### src/rtl/mem_bus_pkg.sv
// Shared constants for the memory bus: slave IDs, select width, arbiter states.
package mem_bus_pkg;

  localparam int SLAVE_W = 3;

  localparam logic [SLAVE_W-1:0] DEVICE_1 = 3'd0;
  localparam logic [SLAVE_W-1:0] DEVICE_2 = 3'd1;
  localparam logic [SLAVE_W-1:0] NO_ONE   = 3'b111;

  typedef enum logic [1:0] {
    IDLE    = 2'd0,
    GRANT   = 2'd1,
    RELEASE = 2'd2
  } arb_state_t;

endpackage

### src/rtl/mem_arbiter_hold_timer.sv
// Counts grant cycles that overlap a competing request; flags when the
// holder has used its last allowed overlapping cycle.
module hold_timer #(
  parameter int MAX_HOLD = 16,
  parameter int CNT_W    = $clog2(MAX_HOLD)
) (
  input  logic clk,
  input  logic rst_n,
  input  logic clr,
  input  logic en,
  output logic expire
);

  logic [CNT_W-1:0] count;

  // Expiry is a compare against the last legal count, so the counter never wraps.
  always_comb begin
    expire = (count == CNT_W'(MAX_HOLD - 1));
  end

  // Clear has priority; increment saturates at the expiry value.
  always_ff @(posedge clk) begin
    if (!rst_n || clr) begin
      count <= '0;
    end else if (en && !expire) begin
      count <= count + 1'b1;
    end
  end

endmodule

### src/rtl/mem_arbiter.sv
// Two-device round-robin memory arbiter with bounded hold and a one-cycle
// NO_ONE gap between grants.
//
// Handshake: a device raises dev_req[i] and keeps it high for the whole
// access. It owns the memory exactly while dev_gnt[i] is high (registered,
// visible one cycle after the request is seen). Dropping dev_req[i] ends the
// access at that edge; the arbiter may also withdraw the grant after
// MAX_HOLD overlapping cycles, in which case the device keeps dev_req high
// and is granted again later. dev_gnt is one-hot or zero.
module mem_arbiter #(
  parameter int MAX_HOLD = 16,
  parameter int SLAVE_W  = 3
) (
  input  logic                    clk,
  input  logic                    rst_n,
  input  logic [1:0]              dev_req,
  output logic [1:0]              dev_gnt,
  output logic [SLAVE_W-1:0]      current_slave,
  output logic                    arb_busy,
  output mem_bus_pkg::arb_state_t arb_state
);

  import mem_bus_pkg::*;

  arb_state_t         state;
  arb_state_t         state_nxt;
  logic               gnt_idx;
  logic               gnt_idx_nxt;
  logic               last_gnt;
  logic               winner;
  logic               take_grant;
  logic               other_req;
  logic               expire;
  logic               timer_clr;
  logic [1:0]         gnt_nxt;
  logic [SLAVE_W-1:0] slave_nxt;

  // Round-robin pick: a lone requester wins, a tie goes to the device not granted last.
  always_comb begin
    winner = 1'b0;
    case (dev_req)
      2'b01:   winner = 1'b0;
      2'b10:   winner = 1'b1;
      2'b11:   winner = ~last_gnt;
      default: winner = 1'b0;
    endcase
  end

  // Competing request from the device that does not hold the grant.
  always_comb begin
    other_req = dev_req[~gnt_idx];
  end

  // Next-state logic: grants always pass through one RELEASE cycle.
  always_comb begin
    state_nxt  = state;
    take_grant = 1'b0;
    case (state)
      IDLE: begin
        if (|dev_req) begin
          state_nxt  = GRANT;
          take_grant = 1'b1;
        end
      end
      GRANT: begin
        if (!dev_req[gnt_idx] || (other_req && expire)) begin
          state_nxt = RELEASE;
        end
      end
      RELEASE: begin
        if (|dev_req) begin
          state_nxt  = GRANT;
          take_grant = 1'b1;
        end else begin
          state_nxt = IDLE;
        end
      end
      default: state_nxt = IDLE;
    endcase
  end

  // Timer runs only while granted and contested; it is cleared on leaving GRANT.
  always_comb begin
    timer_clr = (state != GRANT) || !other_req || (state_nxt != GRANT);
  end

  hold_timer #(
    .MAX_HOLD (MAX_HOLD)
  ) u_hold_timer (
    .clk    (clk),
    .rst_n  (rst_n),
    .clr    (timer_clr),
    .en     (other_req),
    .expire (expire)
  );

  // Next values for the registered grant outputs.
  always_comb begin
    gnt_idx_nxt = take_grant ? winner : gnt_idx;
    gnt_nxt     = 2'b00;
    slave_nxt   = SLAVE_W'(NO_ONE);
    if (state_nxt == GRANT) begin
      gnt_nxt   = gnt_idx_nxt ? 2'b10 : 2'b01;
      slave_nxt = gnt_idx_nxt ? SLAVE_W'(DEVICE_2) : SLAVE_W'(DEVICE_1);
    end
  end

  // State, round-robin history and registered outputs.
  always_ff @(posedge clk) begin
    if (!rst_n) begin
      state         <= IDLE;
      gnt_idx       <= 1'b0;
      last_gnt      <= 1'b1;
      dev_gnt       <= 2'b00;
      current_slave <= SLAVE_W'(NO_ONE);
      arb_busy      <= 1'b0;
    end else begin
      state         <= state_nxt;
      gnt_idx       <= gnt_idx_nxt;
      if (take_grant) begin
        last_gnt <= winner;
      end
      dev_gnt       <= gnt_nxt;
      current_slave <= slave_nxt;
      arb_busy      <= |gnt_nxt;
    end
  end

  // Debug view of the FSM.
  always_comb begin
    arb_state = state;
  end

endmodule

### config.mk
export PLATFORM = sky130hd
export DESIGN_NAME = mem_arbiter
export DESIGN_NICKNAME = d
export VERILOG_FILES = /design/src/rtl/mem_bus_pkg.sv /design/src/rtl/mem_arbiter_hold_timer.sv /design/src/rtl/mem_arbiter.sv
export SDC_FILE = /design/constraint.sdc
export NUM_CORES = 1
export LEC_CHECK = 0
export ABC_AREA = 1
export CAP_MARGIN = 5
export CORE_AREA = 3 3 40 42
export DETAILED_ROUTE_END_ITERATION = 6
export DIE_AREA = 0 0 43 45
export DONT_BUFFER_PORTS = 1
export REMOVE_ABC_BUFFERS = 1
export SLEW_MARGIN = 20
export SYNTH_ARGS = -nofsm -noshare
export SYNTH_HDL_FRONTEND = slang
export SYNTH_HIERARCHICAL = 1
export SYNTH_SLANG_ARGS = --single-unit
### constraint.sdc
create_clock -name clk -period 2.4 [get_ports clk]
set_clock_uncertainty 0.2 [all_clocks]
set_input_delay 0.24 -clock clk [delete_from_list [all_inputs] [get_ports clk]]
set_output_delay 0.24 -clock clk [all_outputs]
set_load 0.01 [all_outputs]
==> results.toml <==
[outcome]
status = "completed"

[placed_design]
io_buffers = 0
place_ws_ps = 693
placed_area_um2 = 592
dp_cells = 90
gp_congestion = 0.789
dp_hpwl_um = 719

[final_layout]
drive_gt1_frac = 0.253
layout_common_cells = "nand2_1, dfxtp_1, nor2_1"
fin_util = 0.513
post-route-cell-area_um2 = 659
syn2layout_area_growth_pct = 13.6
antennaDiodeCount = 0
final_cell_count_no_fill = 98
final_nets = 89

[floorplan]
die_area_um2 = 1940
die_w_um = 43
die-height_um = 45
io_pins = 12
initial_utilization = 0.452
rows = 13
core-area_um2 = 1280

[setup_path]
reg2reg_from = "arb_state[0]$_SDFF_PN0_"
rr_endpoint = "last_gnt$_SDFFE_PN1P_"
crit_fanout = 3
crit_path_end_kind = "flop"
worstRegToRegCells = 5
critPathKind = "input port to flop"
endpoint = "last_gnt$_SDFFE_PN1P_"
worstPathArrival_ps = 2130
crit_start = "dev_req[1]"
worstPathRequired_ps = 2360
reg2reg_setup_slack_ps = 290
startpoint_type = "input port"

[clock_network]
hold_buffers = 4
clk_pin_slew_ps = 80
cts_resized = 0
cts-root-buf = "clkbuf_4"
cts.sinks = 13
cts_buffers = 3
clkLatencyLatePin_ps = 270
clk_path_buf_depth = 2
postCtsSetupBuffers = 0
htree_levels = 1
cts_tree = "done"

[power]
power_density_nw_per_um2 = 656
power.internal_uw = 314
p_total_uw = 433
vdd_ir_drop_max_v = 0.000493
power_frac_clock = 0.300
switching_power_uw = 118
seqPwrFrac = 0.564
pwr-share-comb = 0.135
p_leak_nw = 0.300
power.share.switching = 0.274

[synth]
syn_inst = 76
ys_warn_count = 6
synthDistinctLibCells = 17
syn_area_um2 = 581
netlist.area_leader.share = 0.448
synth_top_area_cell = "dfxtp_1"
ys_ff_latch = 13
ys_seq_area_frac = 0.448
yosys-top-cells-area = "dfxtp_1, nand2_1, nor2_1, inv_1, nand3_2"
avgSynthCellArea_um2 = 7.64

[sta]
report.final.slew_viol_count = 0
fin_crit_sh = 0.903
maxSlewHeadroom = 0.811
worstMarginPinSlew_ps = 283
period_needed_ps = 2170
hold_slack_ps = 39.2
tns_ps = 0
timing.final.hold_violations = 0
setup_ws_ps = 233
rsz0062_at_grt = "no"
fmax_mhz = 461
finalSetupViolations = 0

[drt]
drc = 0
wl_per_cell_um = 9.61
viasPerCell = 4.63
antenna_left = 0
wl_um = 942
vias = 454
drtIter0Drc = 6
first_pass_iters = 4

[run]
max_cap_violations = 0

[worst_hold_path]
holdCritPathClass = "input port to flop"
hold_depth = 3

[global_route]
grt_usage = 0.111
grt_max_degree = 9
grt_pass1_vias = 398
grt_pass1_wl_mm = 1.57
antenna_found_initial = 0
gr-total-overflow = 0
[Yosys cell counts]
cell	number
nor2_1	12
nor2_2	2
o21ai_0	2
a21oi_1	1
nand4_1	1
nand3_2	3
inv_1	10
buf_4	1
ha_1	1
nand2_4	1
dfxtp_1	13
inv_2	4
nor2_4	1
nand2_2	4
nand2_1	13
nand3_1	5
o21ai_2	2
[cell families after synthesis]
family,Yosys count,share of synthesized area
buffers and inverters,15,0.103
AO/OA/AOI/OAI,5,0.0560
adder cells (fa/ha/maj),1,0.0215
AND/OR/NAND/NOR,42,0.371
flip-flops,13,0.448
[power by group through the flow]
stage                     registers [mW]  clock network (mW)  logic (mW)
after floorplan                    0.248                   0      0.0429
after global placement             0.250                   0      0.0494
after detailed placement           0.250                   0      0.0495
after CTS                          0.245               0.136      0.0585
after global routing               0.246               0.146      0.0661
final                              0.244               0.130      0.0586
[worst min path at each step]
stage	start	to	slack [ps]
after floorplan	rst_n	last_gnt$_SDFFE_PN1P_	120
after detailed placement	rst_n	current_slave[0]$_SDFF_PN1_	130
after global routing	dev_req[0]	current_slave[0]$_SDFF_PN1_	50
after global placement	rst_n	last_gnt$_SDFFE_PN1P_	130
after CTS	dev_req[0]	current_slave[0]$_SDFF_PN1_	30
final	dev_req[0]	current_slave[0]$_SDFF_PN1_	40
[layout make-up]
| cell class | count | area, um^2 |
|---|---|---|
| Multi-Input combinational cell | 48 | 260 |
| Inverter | 14 | 52.6 |
| Sequential cell | 13 | 260 |
| Tap cell | 15 | 18.8 |
| Clock inverter | 1 | 5.00 |
| Clock buffer | 3 | 22.5 |
| Fill cell | 125 | 626 |
| Timing Repair Buffer | 4 | 40.0 |
[per-layer routing]
metal,global-route usage,share of wire
met1,0.128,0.44
met2,0.183,0.49
met3,0.0637,0.067
met4,0.0181,0
met5,0,0
[sequential cells by signal (all words and copies together), names as in the netlist]
| signal | count |
|---|---|
| arb_busy | 1 |
| last_gnt | 1 |
| gnt_idx | 1 |
| arb_state | 2 |
| u_hold_timer/count | 4 |
| current_slave | 2 |
| dev_gnt | 2 |
[critical path: stages]
cell and delay, ps:
dlygate4sd3_1 570, nand3_1 110, dlygate4sd3_1 550, nand3_1 80
dlygate4sd3_1 580
(Power assumes the default switching activity.)
